`config.mk`:
```
export PLATFORM = sky130hd
export DESIGN_NAME = sprite_array_renderer
export DESIGN_NICKNAME = d
export VERILOG_FILES = /design/src/rtl/sprite_array_renderer.sv
export SDC_FILE = /design/constraint.sdc
export NUM_CORES = 1
export LEC_CHECK = 0
export BUFFER_PORTS_ARGS = -buffer_cell sky130_fd_sc_hd__buf_2
export CAP_MARGIN = 20
export CORE_AREA = 4 4 155 157
export CTS_CLUSTER_SIZE = 28
export DETAILED_ROUTE_END_ITERATION = 8
export DIE_AREA = 0 0 159 161
export GPL_TIMING_DRIVEN = 0
export HOLD_SLACK_MARGIN = 0.02
export PLACE_DENSITY = 0.8
export SETUP_SLACK_MARGIN = 0.5
export SLEW_MARGIN = 30
export SYNTH_ARGS = -nofsm -noshare
export SYNTH_HDL_FRONTEND = slang
export SYNTH_SLANG_ARGS = --single-unit
```
`constraint.sdc`:
```
create_clock -name clk -period 7.5 [get_ports clk]
set_input_delay 1.5 -clock clk [delete_from_list [all_inputs] [get_ports clk]]
set_output_delay 1.5 -clock clk [all_outputs]
set_load 0.02 [all_outputs]
```
`src/rtl/sprite_array_renderer.sv`:
```
// Multi-sprite pixel generator: walks every active sprite slot and emits one
// pixel per cycle (x, y, colour, plot) for a shared bitmap, with clipping at the coordinate edge.
module sprite_array_renderer #(
  parameter int N_SPR   = 10,
  parameter int SPR_W   = 5,
  parameter int SPR_H   = 5,
  parameter int COORD_W = 8,
  parameter int COLOR_W = 3
) (
  input  logic                       clk,
  input  logic                       reset,
  input  logic [N_SPR*COORD_W-1:0]   x_in,
  input  logic [N_SPR*COORD_W-1:0]   y_in,
  input  logic [N_SPR-1:0]           active_in,
  input  logic                       load_coord,
  input  logic [SPR_W*SPR_H-1:0]     shape,
  input  logic [COLOR_W-1:0]         fg_color,
  input  logic [COLOR_W-1:0]         bg_color,
  input  logic [1:0]                 op,
  input  logic                       start,
  output logic [COORD_W-1:0]         x_out,
  output logic [COORD_W-1:0]         y_out,
  output logic [COLOR_W-1:0]         color_out,
  output logic                       plot,
  output logic                       busy,
  output logic                       done
);

  localparam int IDX_W = $clog2(N_SPR);
  localparam int COL_W = $clog2(SPR_W);
  localparam int ROW_W = $clog2(SPR_H);
  localparam int PIX   = SPR_W * SPR_H;
  localparam int BIT_W = $clog2(PIX);

  typedef enum logic [1:0] {S_IDLE, S_SCAN, S_DRAW, S_DONE} state_t;

  state_t             state_q, state_d;
  logic [IDX_W-1:0]   idx_q, idx_d;
  logic [COL_W-1:0]   col_q, col_d;
  logic [ROW_W-1:0]   row_q, row_d;

  logic [COORD_W-1:0] x_q [N_SPR];
  logic [COORD_W-1:0] y_q [N_SPR];
  logic               active_q [N_SPR];

  logic [1:0]         op_q;
  logic [PIX-1:0]     shape_q;
  logic [COLOR_W-1:0] fg_q;
  logic [COLOR_W-1:0] bg_q;

  logic [COORD_W-1:0] x_last_q;
  logic [COORD_W-1:0] y_last_q;
  logic [COLOR_W-1:0] color_last_q;

  logic               load_en;
  logic               frame_go;
  logic               in_draw;
  logic [COORD_W:0]   sum_x;
  logic [COORD_W:0]   sum_y;
  logic [BIT_W-1:0]   bit_idx;
  logic               pix_bit;
  logic               clip;
  logic [COLOR_W-1:0] pix_color;
  logic               pix_plot;

  assign load_en  = (state_q == S_IDLE) && load_coord;
  assign frame_go = (state_q == S_IDLE) && start;
  assign in_draw  = (state_q == S_DRAW);

  // Coordinates only move in IDLE, so a frame always sees a stable set.
  for (genvar gi = 0; gi < N_SPR; gi++) begin : g_slot
    always_ff @(posedge clk or posedge reset) begin
      if (reset) begin
        x_q[gi]      <= '0;
        y_q[gi]      <= '0;
        active_q[gi] <= 1'b0;
      end else if (load_en) begin
        x_q[gi]      <= x_in[gi*COORD_W +: COORD_W];
        y_q[gi]      <= y_in[gi*COORD_W +: COORD_W];
        active_q[gi] <= active_in[gi];
      end
    end
  end

  always_ff @(posedge clk or posedge reset) begin
    if (reset) begin
      op_q    <= 2'b00;
      shape_q <= '0;
      fg_q    <= '0;
      bg_q    <= '0;
    end else if (frame_go) begin
      op_q    <= op;
      shape_q <= shape;
      fg_q    <= fg_color;
      bg_q    <= bg_color;
    end
  end

  always_ff @(posedge clk or posedge reset) begin
    if (reset) begin
      state_q <= S_IDLE;
      idx_q   <= '0;
      col_q   <= '0;
      row_q   <= '0;
    end else begin
      state_q <= state_d;
      idx_q   <= idx_d;
      col_q   <= col_d;
      row_q   <= row_d;
    end
  end

  always_comb begin
    state_d = state_q;
    idx_d   = idx_q;
    col_d   = col_q;
    row_d   = row_q;
    case (state_q)
      S_IDLE: begin
        if (start) begin
          state_d = S_SCAN;
          idx_d   = '0;
        end
      end
      S_SCAN: begin
        if (active_q[idx_q]) begin
          state_d = S_DRAW;
          col_d   = '0;
          row_d   = '0;
        end else if (idx_q == IDX_W'(N_SPR - 1)) begin
          state_d = S_DONE;
        end else begin
          idx_d = idx_q + IDX_W'(1);
        end
      end
      S_DRAW: begin
        if (col_q == COL_W'(SPR_W - 1)) begin
          col_d = '0;
          if (row_q == ROW_W'(SPR_H - 1)) begin
            row_d = '0;
            if (idx_q == IDX_W'(N_SPR - 1)) begin
              state_d = S_DONE;
            end else begin
              idx_d   = idx_q + IDX_W'(1);
              state_d = S_SCAN;
            end
          end else begin
            row_d = row_q + ROW_W'(1);
          end
        end else begin
          col_d = col_q + COL_W'(1);
        end
      end
      default: state_d = S_IDLE;
    endcase
  end

  // One spare bit on each sum marks pixels that wrap past the coordinate range.
  assign sum_x   = {1'b0, x_q[idx_q]} + (COORD_W+1)'(col_q);
  assign sum_y   = {1'b0, y_q[idx_q]} + (COORD_W+1)'(row_q);
  assign clip    = sum_x[COORD_W] | sum_y[COORD_W];
  assign bit_idx = BIT_W'(row_q) * BIT_W'(SPR_W) + BIT_W'(col_q);
  assign pix_bit = shape_q[bit_idx];

  always_comb begin
    pix_color = pix_bit ? fg_q : bg_q;
    pix_plot  = 1'b1;
    case (op_q)
      2'b01: pix_color = bg_q;
      2'b10: begin
        pix_color = fg_q;
        pix_plot  = pix_bit;
      end
      default: ;
    endcase
  end

  always_ff @(posedge clk or posedge reset) begin
    if (reset) begin
      x_last_q     <= '0;
      y_last_q     <= '0;
      color_last_q <= '0;
    end else if (in_draw) begin
      x_last_q     <= sum_x[COORD_W-1:0];
      y_last_q     <= sum_y[COORD_W-1:0];
      color_last_q <= pix_color;
    end
  end

  assign x_out     = in_draw ? sum_x[COORD_W-1:0] : x_last_q;
  assign y_out     = in_draw ? sum_y[COORD_W-1:0] : y_last_q;
  assign color_out = in_draw ? pix_color : color_last_q;
  assign plot      = in_draw & pix_plot & ~clip;
  assign busy      = (state_q != S_IDLE);
  assign done      = (state_q == S_DONE);

endmodule

```
### After elaboration in Yosys (flattened, before gate mapping)

Index checks and enable logic that the tools add are counted.

* $add $sub $neg: 6
* multiply operators: 1
* magnitude comparators: 2
* eq/ne operators: 14
* mux-type cells: 36
* bitwise operators: 5
* reduce and logical (&&, ||, !) cells: 10

Operators with widths (number)
* binary-select mux 8 bit (select 4 bit): 2
* two-way mux 8 bit: 6
* two-way mux 4 bit: 5
* adder 8 x 3 -> 9 bit: 2
* two-way mux 3 bit: 6
* case mux 3 bit (2 select lines): 3
* two-way mux 2 bit: 6
* case mux 4 bit (3 select lines): 1
* adder 3 x 1 -> 3 bit (second input constant): 2
* == test 2 bit (second input constant): 3
* == test 3 bit (second input constant): 2
* less-than comparator 5 x 6 -> 1 bit (second input constant): 1
* inequality test 2 bit (second input constant): 3
* case mux 2 bit (3 select lines): 1
* adder 5 x 3 -> 5 bit: 1
* binary-select mux 1 bit (select 5 bit): 1
* greater-or-equal comparator 5 bit (second input constant): 1
* multiplier 3 x 3 -> 5 bit (second input constant): 1
* inverter 4 -> 5 bit: 1
* AND reduction 5 bit: 1
* adder 4 x 1 -> 4 bit (second input constant): 1
* binary-select mux 1 bit (select 4 bit): 1
* == test 2 x 1 -> 1 bit (second input constant): 2
* == test 4 bit (second input constant): 1
* 13 further kinds: 20

* bits in registers: 234
* output and inout bits: 22
* logic and storage cells: 115

### Depth between registers and ports, before layout

* word-level depth: 8
* gate-level depth with buffers: 14

### Worst setup path before layout

Ideal clock, no wire load.

* kind: register to output
* start point: register idx_q[0]
* end point: output port x_out[6]
* arrival time: 3.274 ns
* required time: 6.000 ns
* slack: 2.726 ns
* stages on the path, launching flop included: 15
* path buffers: 5
* path through: dfrtp_1 -> buf_6 -> buf_6 -> buf_6 -> buf_6 -> clkbuf_1 -> mux4_2 -> a221oi_1 -> a21oi_1 -> ha_1 -> fa_1 -> a21oi_1 -> nor4_1 -> xnor2_1 -> mux2_2

* longest elaborated chain between the ends: 6

RTL lines
* start, declared: RTL line 38 `logic [IDX_W-1:0] idx_q, idx_d;`
* start signal, assigned: RTL line 107 `idx_q <= idx_d;`
* inverter 4 -> 5 bit (not written as such): RTL line 159 `assign sum_x = {1'b0, x_q[idx_q]} + (COORD_W+1)'(col_q);`
* binary-select mux 8 bit (select 4 bit): RTL line 159
* two-way mux 8 bit (not written as such) (2 in a row): RTL line 159
* adder 8 x 3 -> 9 bit: RTL line 159
* two-way mux 8 bit: RTL line 190 `assign x_out = in_draw ? sum_x[COORD_W-1:0] : x_last_q;`
* end, declared: RTL line 21 `output logic [COORD_W-1:0] x_out,`

No other way between the ends. The select of a mux whose other input is x is not followed.

### Worst setup path in the final report

* start point: register idx_q[1]
* end point: output port y_out[6]

* longest elaborated chain between the ends: 6

RTL lines
* inverter 4 -> 5 bit (not written as such): RTL line 160 `assign sum_y = {1'b0, y_q[idx_q]} + (COORD_W+1)'(row_q);`
* binary-select mux 8 bit (select 4 bit): RTL line 160
* two-way mux 8 bit (not written as such) (2 in a row): RTL line 160
* adder 8 x 3 -> 9 bit: RTL line 160
* two-way mux 8 bit: RTL line 191 `assign y_out = in_draw ? sum_y[COORD_W-1:0] : y_last_q;`
* end, declared: RTL line 22 `output logic [COORD_W-1:0] y_out,`

No other way between the ends. The select of a mux whose other input is x is not followed.

==> qor.csv <==
stage,metric,value,unit
outcome,status,"complete, no violations",
route,routed_via_density,5.600,
cells_and_area,finalNetCount,1299,
sta,fin_crit,6.400,ns
place,dp_hpwl,22.52,mm
clock_network,post_cts_buffers,0,
clock_network,cts_buffers,26,
route,avgRoutedWirePerCell,21.53,um
cells_and_area,fin_area,13760,um2
sta,drv_slew,0,
global_routing,overflow,0,
worst_setup_path,cp-end-kind,output pin,
route,wl_met2,14.52,mm
place,gp_congestion,0.8449,
yosys,yosysTopAreaCellShare,52.13,%
clock_network,h-tree-depth,1,
cells_and_area,syn2layout_area_growth,22.47,%
yosys,syn-cell-area,11230,um2
yosys,synth-edff-count,0,
clock_network,cts-resized-gates,0,
route,top_layer,met5,
route,drc_errors,0,
floorplan,fp.dieH,161,um
worst_setup_path,path_cells,buf_4 > buf_6 > buf_2 > clkbuf_1 > mux4_2 > a221oi_1 > a21oi_1 > ha_1 > fa_1 > a21oi_1 > nor4b_1 > xor2_1 > mux2_2 > buf_2,
sta,fin_crit_sh,85.34,%
floorplan,coreArea,22500,um2
power_and_ir_drop,peakVddDrop,0.2338,mV
floorplan,io_pins,229,
global_routing,grt_pass1_wl,47.04,mm
clock_network,clock_path_buffers,3,
worst_setup_path,start_kind,flip-flop,
route,num_vias,7661,
place,place_ws,1.719,ns
route,first_pass_iters,5,
worst_setup_path,critPathSlowestCell,clkbuf_1,
clock_network,cts_tree,built,
place,place_area,12920,um2
route,ant_nets,0,
yosys,synth_area_per_cell,14.09,um2
flow_run,maxCapViolations,0,
sta,worst_slack,1.100,ns
worst_setup_path,cp.required,6.00,ns
worst_setup_path,crit_type,flip-flop to output pin,
yosys,ys_top_cells_by_count,"dfrtp_1, mux2_2, mux4_2",
clock_network,root_buffer,clkbuf_16,
power_and_ir_drop,powerDensity,457.7,nW/um2
clock_network,clock_sinks,234,
sta,relSlewSlack,43.56,%
route,wl_met3,2.004,mm
worst_setup_path,path_max_fanout,10,
cells_and_area,drive_gt1_share,50.83,%
yosys,ys_top_cells_by_area,"dfrtp_1, mux2_2, mux4_2",
worst_setup_path,r2r_cells,13,
yosys,yosys.area.top_type,dfrtp_1,
yosys,synth-seq-cells,234,
sta,setup_violations,0,
sta,finalSetupTns,0,ns
floorplan,fp.dieW,159,um
yosys,synthFlopType,dfrtp_1,
sta,fin_worst_skew,0.02515,ns
worst_hold_path,min_path_type,flip-flop to flip-flop,
global_routing,antenna_found_initial,10,
yosys,synth.distinct_cells,54,
route,wl_met1,12.10,mm
route,first_iter_violations,547,
yosys,yosys.cell_count.top_type,dfrtp_1,
clock_network,hold_buffers,0,
yosys,ys_seq_area_share,52.13,%
sta,hold_viol,0,
yosys,synth_nets,1034,
yosys,ys.warnings.count,0,
place,port_buffers,228,
floorplan,start_util,49.91,%
yosys,synth_cells,797,
global_routing,grt_max_degree,31,
global_routing,grt.total_usage,23.15,%
worst_setup_path,slowest_delay,0.57,ns
worst_hold_path,whs_path_depth,1,
worst_setup_path,cp.arrival,4.90,ns
floorplan,dieArea,25600,um2
route,totalWireLength,29.45,mm
clock_network,clock_latency,0.55,ns
sta,rsz0062_at_grt,no,
sta,worst_pin_slew,0.8377,ns
global_routing,grt_pass1_vias,8603,
clock_network,clk_pin_slew_worst_paths,0.06,ns
floorplan,placementRows,55,
sta,fmax,156.2,MHz
yosys,async_flop_share,100.0,%
power_and_ir_drop,leakage,6.203,nW
critical path, delay by kind of cell, from the launching register on:
family,cells,cell delay [ns]
compound gates,3,0.77
buf+inv,5,1.55
simple gates,1,0.11
mux,2,0.74
fa+ha+maj,2,0.67
flops,1,0.34
xor+xnor,1,0.17
where the power goes:
part	internal [mW]	switching, mW	total [mW]
logic	1.42	1.39	2.82
registers	1.90	0.337	2.24
clock network	0.727	0.514	1.24
total	4.05	2.24	6.30
final timing paths:
| check | start | endpoint | slack, ns |
|---|---|---|---|
| worst min-delay path | y_q[63] | y_q[63] | 0.50 |
| worst max register to register | idx_q[1] | y_last_q[6] | 3.18 |
| worst max-delay path | idx_q[1] | y_out[6] | 1.10 |
| max in group asynchronous | reset | x_q[18] | 5.77 |
| worst min register to register | y_q[63] | y_q[63] | 0.50 |
| min in group asynchronous | reset | fg_q[2] | 0.89 |
stage by stage:
step	std cells	hold WS [ns]	total power, mW	utilization, %
floorplan	797	0.4704	4.235	-
detailed placement	1319	0.4817	5.078	57.42
CTS	1365	0.5005	6.346	61.10
global route	1367	0.5073	6.706	61.12
global placement	1310	0.4799	4.950	56.59
finish	1368	0.4985	6.297	61.13
state kept, by name, indices dropped and copies added, names as in the netlist:
name	flops
op_q	2
x_q	80
idx_q	4
y_last_q	8
shape_q	25
bg_q	3
x_last_q	8
row_q	3
y_q	80
state_q	2
fg_q	3
col_q	3
active_q	10
color_last_q	3
routing by layer:
layer  GRT usage, %  vias up
met5              0        -
met4          5.996       16
met3          6.430       66
met2          39.86      232
met1          29.17     3883
li1               -     3464
layout make-up:
cell class                      count  area (um2)
Antenna cell                        3       7.507
Clock inverter                      7       117.6
Sequential cell                   234        5856
Fill cell                        1762        8747
Timing Repair Buffer              237        1329
Inverter                           14       56.30
Multi-Input combinational cell    501        5077
Tap cell                          285       356.6
Buffer                             48       246.5
Clock buffer                       39       709.4
placed cells by master (no fill, tap or decap), drive strengths merged, types with 3 or more instances in the layout:
cell type	Yosys	final
buf	24	261
dfrtp	234	234
mux2	224	224
clkbuf	24	63
mux4	34	34
a21oi	29	29
o21ai	29	29
nand2	28	28
mux2i	28	28
ha	27	27
nor2	15	15
inv	14	14
xnor2	11	11
nand3	7	7
a221oi	7	7
a22oi	6	6
a2bb2oi	6	6
nor2b	5	5
nor3	5	5
a21o	4	4
clkinv	0	4
diode	0	3
nand4	3	3
fa	3	3
a211oi	3	3
kinds of logic (layout without fill, tap and decap cells):
family	count (synthesis)	in the layout	share of synthesized area, %
multiplexers	286	286	31.87
buffers and inverters	62	345	2.662
XOR/XNOR	13	13	1.014
AND/OR/NAND/NOR	78	78	3.487
other	0	3	0
adder cells (fa/ha/maj)	30	30	3.542
flip-flops	234	234	52.13
AO/OA/AOI/OAI	94	94	5.291
No activity file was read; power rests on OpenSTA's default activity.
